===== config.mk =====
export PLATFORM = sky130hd
export DESIGN_NAME = reg_bank_wr_arbiter_flat
export DESIGN_NICKNAME = d
export VERILOG_FILES = /design/src/rtl/reg_bank_wr_arbiter_if.sv /design/src/rtl/reg_bank_wr_arbiter.sv /design/src/flat_wrapper.sv
export SDC_FILE = /design/constraint.sdc
export NUM_CORES = 1
export LEC_CHECK = 0
export ABC_CLOCK_PERIOD_IN_PS = 4050
export CELL_PAD_IN_SITES_DETAIL_PLACEMENT = 1
export CELL_PAD_IN_SITES_GLOBAL_PLACEMENT = 1
export CORE_MARGIN = 4
export CORE_UTILIZATION = 25
export CTS_CLUSTER_SIZE = 10
export DETAILED_ROUTE_END_ITERATION = 16
export HOLD_SLACK_MARGIN = 0.05
export MAX_ROUTING_LAYER = met4
export PLACE_DENSITY_LB_ADDON = 0.1
export SYNTH_ARGS = -nofsm -noshare
export SYNTH_HDL_FRONTEND = slang
export SYNTH_SLANG_ARGS = --single-unit

===== constraint.sdc =====
create_clock -name clk -period 4.05 [get_ports clk]
set_clock_uncertainty 0.1 [all_clocks]
set_input_delay 0.6075 -clock clk [delete_from_list [all_inputs] [get_ports clk]]
set_output_delay 0.6075 -clock clk [all_outputs]
set_load 0.1 [all_outputs]

===== src/rtl/reg_bank_wr_arbiter_if.sv =====
// reg_bank_wr_arbiter_if
//   Bundles the requester side and the bank write side of the Banco A
//   write-port arbiter.
//   Config macro: WR_ARB_LOCK_EN adds the per-requester lock vector.
//   Signals:
//     req[N_REQ]        level write request per requester
//     req_addr[4*N_REQ] flattened register index, requester i at [4i+3:4i]
//     req_data[16*N_REQ] flattened write data, requester i at [16i+15:16i]
//     stall             bank freeze, blocks new grants
//     lock[N_REQ]       (WR_ARB_LOCK_EN only) keep grant on the last winner
//     gnt[N_REQ]        one-hot registered grant pulse
//     wr_en/wr_sel/wr_data  registered bank write strobe, demux select, data
//     err_addr/err_id   illegal-address pulse and offending requester index
//   Modports: master = requesters/bank side, slave = arbiter.
interface reg_bank_wr_arbiter_if #(
  parameter int N_REQ = 4
);
  logic [N_REQ-1:0]    req;
  logic [4*N_REQ-1:0]  req_addr;
  logic [16*N_REQ-1:0] req_data;
  logic                stall;
`ifdef WR_ARB_LOCK_EN
  logic [N_REQ-1:0]    lock;
`endif
  logic [N_REQ-1:0]    gnt;
  logic                wr_en;
  logic [3:0]          wr_sel;
  logic [15:0]         wr_data;
  logic                err_addr;
  logic [2:0]          err_id;

`ifdef WR_ARB_LOCK_EN
  modport master (output req, req_addr, req_data, stall, lock,
                  input  gnt, wr_en, wr_sel, wr_data, err_addr, err_id);
  modport slave  (input  req, req_addr, req_data, stall, lock,
                  output gnt, wr_en, wr_sel, wr_data, err_addr, err_id);
`else
  modport master (output req, req_addr, req_data, stall,
                  input  gnt, wr_en, wr_sel, wr_data, err_addr, err_id);
  modport slave  (input  req, req_addr, req_data, stall,
                  output gnt, wr_en, wr_sel, wr_data, err_addr, err_id);
`endif
endinterface


===== src/rtl/reg_bank_wr_arbiter.sv =====
// reg_bank_wr_arbiter
//   Round-robin write-port arbiter for the 14-entry x 16-bit register bank
//   (Banco A). Grants at most one requester per cycle and drives the bank
//   write demux with registered select/data/strobe. Sole writer of the bank.
//   Config macro: WR_ARB_LOCK_EN -- a locked last winner keeps the port
//   back-to-back until its lock or req drops.
//   Ports:
//     clk    rising-edge clock
//     rst_n  asynchronous active-low reset
//     bus    reg_bank_wr_arbiter_if.slave (requests in, grant/write out)

// Per-requester qualification: eligibility mask and address legality.
module reg_bank_wr_arbiter_lane #(
  parameter int N_REGS = 14
) (
  input  logic       req,
  input  logic       gnt,
  input  logic [3:0] addr,
  output logic       elig,
  output logic       addr_ok
);
  // A requester holding req during its own gnt cycle is not re-granted.
  assign elig    = req & ~gnt;
  assign addr_ok = int'(addr) < N_REGS;
endmodule

module reg_bank_wr_arbiter #(
  parameter int N_REQ  = 4,
  parameter int N_REGS = 14
) (
  input logic                clk,
  input logic                rst_n,
  reg_bank_wr_arbiter_if.slave bus
);
  localparam int PW = $clog2(N_REQ);

  logic [N_REQ-1:0][3:0]  addr_a;
  logic [N_REQ-1:0][15:0] data_a;
  logic [N_REQ-1:0]       elig;
  logic [N_REQ-1:0]       addr_ok;

  logic [N_REQ-1:0] gnt_q;
  logic             wr_en_q;
  logic [3:0]       wr_sel_q;
  logic [15:0]      wr_data_q;
  logic             err_addr_q;
  logic [2:0]       err_id_q;
  logic [PW-1:0]    last_ptr;

  logic             any;
  logic [PW-1:0]    win;
  logic [PW-1:0]    cand;

  assign addr_a = bus.req_addr;
  assign data_a = bus.req_data;

  for (genvar i = 0; i < N_REQ; i++) begin : g_lane
    reg_bank_wr_arbiter_lane #(.N_REGS(N_REGS)) u_lane (
      .req    (bus.req[i]),
      .gnt    (gnt_q[i]),
      .addr   (addr_a[i]),
      .elig   (elig[i]),
      .addr_ok(addr_ok[i])
    );
  end

  // Winner select: first eligible requester after last_ptr, wrapping.
  always_comb begin
    any  = 1'b0;
    win  = last_ptr;
    cand = '0;
    for (int k = 0; k < N_REQ; k++) begin
      cand = PW'((int'(last_ptr) + 1 + k) % N_REQ);
      if (!any && elig[cand]) begin
        any = 1'b1;
        win = cand;
      end
    end
`ifdef WR_ARB_LOCK_EN
    // Lock overrides round-robin and the gnt mask; last_ptr stays on w.
    if (gnt_q[last_ptr] && bus.req[last_ptr] && bus.lock[last_ptr]) begin
      any = 1'b1;
      win = last_ptr;
    end
`endif
    if (bus.stall) any = 1'b0;
  end

  always_ff @(posedge clk or negedge rst_n) begin
    if (!rst_n) begin
      gnt_q      <= '0;
      wr_en_q    <= 1'b0;
      wr_sel_q   <= '0;
      wr_data_q  <= '0;
      err_addr_q <= 1'b0;
      err_id_q   <= '0;
      last_ptr   <= PW'(N_REQ - 1);
    end else if (any) begin
      gnt_q      <= '0;
      gnt_q[win] <= 1'b1;
      last_ptr   <= win;
      // sel/data follow the winner even on an illegal address; the strobe
      // stays low so the bank ignores them.
      wr_sel_q   <= addr_a[win];
      wr_data_q  <= data_a[win];
      wr_en_q    <= addr_ok[win];
      err_addr_q <= ~addr_ok[win];
      if (!addr_ok[win]) err_id_q <= 3'(win);
    end else begin
      gnt_q      <= '0;
      wr_en_q    <= 1'b0;
      err_addr_q <= 1'b0;
    end
  end

  assign bus.gnt      = gnt_q;
  assign bus.wr_en    = wr_en_q;
  assign bus.wr_sel   = wr_sel_q;
  assign bus.wr_data  = wr_data_q;
  assign bus.err_addr = err_addr_q;
  assign bus.err_id   = err_id_q;
endmodule

===== src/flat_wrapper.sv =====
// flat-port wrapper written by rule: the top's interface ports become plain ports
module reg_bank_wr_arbiter_flat 
#(
  parameter int N_REQ  = 4,
  parameter int N_REGS = 14
)
  (clk, rst_n, bus_req, bus_req_addr, bus_req_data, bus_stall, bus_gnt, bus_wr_en, bus_wr_sel, bus_wr_data, bus_err_addr, bus_err_id);
  reg_bank_wr_arbiter_if #(.N_REQ(N_REQ)) bus_i ();
  input logic clk;
  input logic rst_n;
  input wire logic [$bits(bus_i.req)-1:0] bus_req;
  input wire logic [$bits(bus_i.req_addr)-1:0] bus_req_addr;
  input wire logic [$bits(bus_i.req_data)-1:0] bus_req_data;
  input wire logic [$bits(bus_i.stall)-1:0] bus_stall;
  output wire logic [$bits(bus_i.gnt)-1:0] bus_gnt;
  output wire logic [$bits(bus_i.wr_en)-1:0] bus_wr_en;
  output wire logic [$bits(bus_i.wr_sel)-1:0] bus_wr_sel;
  output wire logic [$bits(bus_i.wr_data)-1:0] bus_wr_data;
  output wire logic [$bits(bus_i.err_addr)-1:0] bus_err_addr;
  output wire logic [$bits(bus_i.err_id)-1:0] bus_err_id;
  assign bus_i.req = bus_req;
  assign bus_i.req_addr = bus_req_addr;
  assign bus_i.req_data = bus_req_data;
  assign bus_i.stall = bus_stall;
  assign bus_gnt = bus_i.gnt;
  assign bus_wr_en = bus_i.wr_en;
  assign bus_wr_sel = bus_i.wr_sel;
  assign bus_wr_data = bus_i.wr_data;
  assign bus_err_addr = bus_i.err_addr;
  assign bus_err_id = bus_i.err_id;
  reg_bank_wr_arbiter #(.N_REQ(N_REQ), .N_REGS(N_REGS)) u_core (.clk(clk), .rst_n(rst_n), .bus(bus_i));
endmodule

After elaboration in Yosys (flattened, before gate mapping)
Index checks and enable logic that the tools add are counted.

storage, ports and cells
  bits in registers = 30
  word-level logic and storage cells = 66
  bits in read-only memories = 0
  memories kept = 0
  output and inout bits = 29
  memory bits (writable) = 0
  input bits = 87
  latch bits = 0

operators by class
  add/subtract/negate cells = 4
  bitwise logic cells = 9
  muxes and demuxes = 28
  reduce and logical (&&, ||, !) cells = 8
  $lt $le $gt $ge = 10
  equal/unequal tests = 0
  divide/modulo/power cells = 0
  shift operators = 0
  $mul = 0

operator list
  cell                                                  count
  binary-select mux 16 bit (select 2 bit)               1
  < comparator 4 bit (second input constant)            4
  two-way mux 16 bit                                    1
  < comparator 2 x 3 -> 1 bit (second input constant)   5
  two-way mux 1 bit                                     13
  binary-select mux 1 bit (select 2 bit)                5
  binary-select mux 4 bit (select 2 bit)                1
  two-way mux 2 bit                                     4
  two-way mux 4 bit                                     2
  NOT 1 bit                                             5
  adder 2 x 1 -> 2 bit (second input constant)          2
  adder 2 bit (second input constant)                   2
  bitwise AND 1 bit                                     4
  logical AND 1 bit                                     4
  zero test 1 bit                                       3
  demux 1 bit (select 2 bit)                            1
  >= comparator 2 x 1 -> 1 bit (second input constant)  1
  AND reduction 2 bit                                   1

Depth between registers and ports, before layout
  depth in word-level cells = 19
  mapped depth = 9
  depth with buffers taken out = 6

Hierarchy
A second synthesis with hierarchy kept.

unflattened totals
  cell total of the unflattened synthesis = 179
  area, all modules = 1,871.8 um^2

modules (own cells, without submodules)
  module                    cells each  instances  area an instance (um^2)  seq. area each (um^2)
  reg_bank_wr_arbiter       171         1          1,796.7                  753.2
  reg_bank_wr_arbiter_lane  2           4          18.8                     0.0

Least setup slack after synthesis
OpenSTA, ideal clock, no wires.

  path kind = input to register
  start = input port bus_req[1]
  end = register u_core.err_id_q[0], in the netlist u_core.bus.err_id[0]
  setup time = 126 ps
  data required time = 3,824 ps
  arrival time = 2,016 ps
  buffers on the path = 1
  setup slack = 1,808 ps
  cell stages on the path = 7
  cells stage by stage = nand2b_1 -> or3_1 -> o211ai_2 -> buf_12 -> mux2_4 -> o22ai_4 -> mux2_4

on the way
  longest elaborated chain between the ends = 17
  elaborated cells on any way between the ends = 28
  those cells by class = mux (19); bitwise (2); reduce/logical (7)

ends and longest elaborated chain
  element                                  line                        source
  start: declaration                       flat_wrapper.sv:11          input wire logic [$bits(bus_i.req)-1:0] bus_req;
  bitwise AND 1 bit *                      reg_bank_wr_arbiter.sv:23   assign elig = req & ~gnt;
  binary-select mux 1 bit (select 2 bit)   reg_bank_wr_arbiter.sv:74   if (!any && elig[cand]) begin
  two-way mux 1 bit (implied by the code)  reg_bank_wr_arbiter.sv:74
  two-way mux 1 bit                        reg_bank_wr_arbiter.sv:74
  zero test 1 bit                          reg_bank_wr_arbiter.sv:74
  logical AND 1 bit                        reg_bank_wr_arbiter.sv:74
  two-way mux 1 bit                        reg_bank_wr_arbiter.sv:74
  zero test 1 bit                          reg_bank_wr_arbiter.sv:74
  logical AND 1 bit                        reg_bank_wr_arbiter.sv:74
  two-way mux 1 bit                        reg_bank_wr_arbiter.sv:74
  zero test 1 bit                          reg_bank_wr_arbiter.sv:74
  logical AND 1 bit                        reg_bank_wr_arbiter.sv:74
  two-way mux 2 bit                        reg_bank_wr_arbiter.sv:74
  binary-select mux 1 bit (select 2 bit)   reg_bank_wr_arbiter.sv:108  if (!addr_ok[win]) err_id_q <= 3'(win);
  two-way mux 1 bit (implied by the code)  reg_bank_wr_arbiter.sv:108
  NOT 1 bit                                n/a
  AND reduction 2 bit (no source line)     n/a
  end signal: assignment                   reg_bank_wr_arbiter.sv:108
  end: declaration                         reg_bank_wr_arbiter.sv:47   logic [2:0] err_id_q;

Mark *: on every way between the ends. The rest lies on a longest branch, timed or not. The select of a mux whose other input is x is not followed.
A chain may end at the register's enable or synchronous reset.

Worst setup path in the final report
Ends and elaborated chain as after synthesis.

==> flow_summary.ini <==
[run_status]
status = completed

[routing]
via_per_inst = 4.48
dr_total_vias = 1822
route.detailed.wl_per_inst_um = 15.7
drtIter0Drc = 12
postRouteAntennaNets = 0
first_pass_iters = 4
wl_um = 6380
drc_errors = 0

[layout]
fillCellCount = 918
nNetsFinal = 388
fin_area_um2 = 3320
drive_gt1_share_pct = 18.2
layout_commonest_cell = clkdlybuf4s50_1
final_cell_mix = clkdlybuf4s50_1 (114), mux2i_1 (41), dfrtp_1 (28)
area_delta_synth_final_pct = 58.9
diodes = 0

[timing]
rsz0062_at_grt = false
maxSlewViolCount = 0
clock.fmax_mhz = 373
max_slew.worst_pin.slew_ps = 1010
fin_hold_ws_ps = 381
relSlewSlack_pct = 32.5
setup_viol = 0
tns_ps = 0
period_share_pct = 66.1
layout_setup_ws_ps = 1370
final.min_clock_period_ps = 2680
hold_violations = 0

[place]
io_buffers = 114
dp_slack_ps = 1070
gp_congestion = 0.700
postPlaceCellArea_um2 = 3230
dp_hpwl_um = 4980

[worst_hold_path]
hp-class = flop to flop

[yosys]
avgSynthCellArea_um2 = 10.8
synth-simple-area-share_pct = 10.6
muxShareOfSynthArea_pct = 32.6
synth_top_family_by_area = multiplexers
ys_types = 36
netlist_area_um2 = 2090
yosysSeqAreaShare_pct = 36.0
synth_nets = 280
yosys.area_share.adder_pct = 0
synth_xor_area_share_pct = 0
yosys_register_bits = 30
synthCells = 193
synth-compound-area-share_pct = 12.0
yosysWarnings = 0

[die]
die_w_um = 99.5
num_rows = 33
fp.dieH_um = 99.5
core_um2 = 8180
start_util_pct = 25.6
die-area_um2 = 9890
ios = 116

[setup_path]
worstSetupStartpointType = primary input
crit_required_ps = 4120
cp-end-kind = flop
path_max_fanout = 18
worst-endpoint-arrival_ps = 2750
path_class = primary input to flop

[clock_tree]
cts_inserted_buffers = 5
cts-resized-gates = 0
clk_pin_slew_ps = 70
holdBufCountCts = 0
postCtsSetupBuffers = 0
cts_root_buf = clkbuf_8
numClockSinks = 30
clock_path_buffers = 2
clkLatencyLatePin_ps = 290
cts_tree = built
cts_htree_levels = 2

[pwr]
p_per_area_nw_per_um2 = 898
p_total_uw = 2990
p_leak_uw = 0.00141
ir_worst_vdd_mv = 0.341

[global_routing]
grt_pass1_wl_um = 10300
grt_overflow = 0
grt_max_degree = 46
grt_usage_pct = 13.7
grt_pass1_vias = 2042
antenna_found_initial = 0

[job]
max_cap_viol_count = 0
[metrics by stage]
| stage | cells | utilization (%) |
|---|---|---|
| global route | 407 | 40.6 |
| finish | 407 | 40.6 |
| CTS | 407 | 40.6 |
| global placement | 399 | 39.5 |
| floorplan | 193 | - |
| detailed placement | 399 | 39.5 |
[synthesized netlist by cell type, drive strengths merged]
cell | n | area share, %
a211oi | 1 | 0.36
a21bo | 1 | 0.48
a21oi | 1 | 0.24
a22oi | 1 | 0.36
a31o | 1 | 0.42
a31oi | 2 | 0.60
buf | 14 | 7.9
clkbuf | 4 | 0.72
conb | 1 | 0.18
dfrtp | 28 | 34
dfstp | 2 | 2.5
mux2 | 23 | 13
mux2i | 41 | 20
nand2 | 27 | 4.8
nand2b | 3 | 1.3
nand3 | 4 | 0.96
nor2 | 6 | 1.1
nor2b | 3 | 1.4
nor3 | 1 | 0.24
o211ai | 2 | 0.96
o21ai | 23 | 7.3
o21bai | 1 | 0.36
o22ai | 1 | 0.96
or3 | 2 | 0.84
[logic make-up after synthesis]
logic type | count (synthesis)
mux | 64
buf+inv | 18
simple gates | 46
flops | 30
other cells | 1
compound gates | 34
[sequential cells by signal (all words and copies together) (netlist names)]
name	flops
u_core.bus.err_addr	1
u_core.bus.err_id	2
u_core.bus.gnt	4
u_core.bus.wr_data	16
u_core.bus.wr_en	1
u_core.bus.wr_sel	4
u_core.last_ptr	2
[report_power, final]
group	switching (µW)	total (µW)	internal (µW)
logic	1470	2190	726
registers	89.0	531	442
clock network	123	260	137
total	1680	2990	1310
[worst paths after layout]
path                                             start                endpoint  slack (ps)  depth (start not counted)
worst max register to register       u_core.bus.gnt[1]    u_core.bus.err_id[0]        1670                          7
worst min register to register  u_core.bus.wr_data[13]  u_core.bus.wr_data[13]         380                          2
min in group asynchronous                        rst_n  u_core.bus.wr_data[13]         610                          2
worst max-delay path                        bus_req[1]    u_core.bus.err_id[0]        1370                          8
worst min-delay path            u_core.bus.wr_data[13]  u_core.bus.wr_data[13]         380                          2
max in group asynchronous                        rst_n      u_core.last_ptr[1]        2910                          2
[area by class of cell]
type | instances | area (µm²) | area share (%)
Sequential cell | 30 | 753 | 22.7
Clock inverter | 1 | 5.00 | 0.151
Tap cell | 105 | 131 | 3.95
Clock buffer | 7 | 86.3 | 2.60
Multi-Input combinational cell | 145 | 1170 | 35.2
Timing Repair Buffer | 119 | 1180 | 35.5
[critical path, cell delays in order]
cell,delay (ps)
clkdlybuf4s50_1,470
nand2b_1,70
or3_1,360
o211ai_4,90
buf_4,310
mux2_4,360
o22ai_4,170
mux2_4,310
[routing by layer]
metal  track usage (%)  vias to the layer above  wire, µm
met1              14.4                      864      2450
li1                  -                      900         -
met5                 -                        -         0
met3              4.77                        6       445
met2              24.6                       52      3450
met4              3.15                        0        42
(Power assumes the default switching activity.)
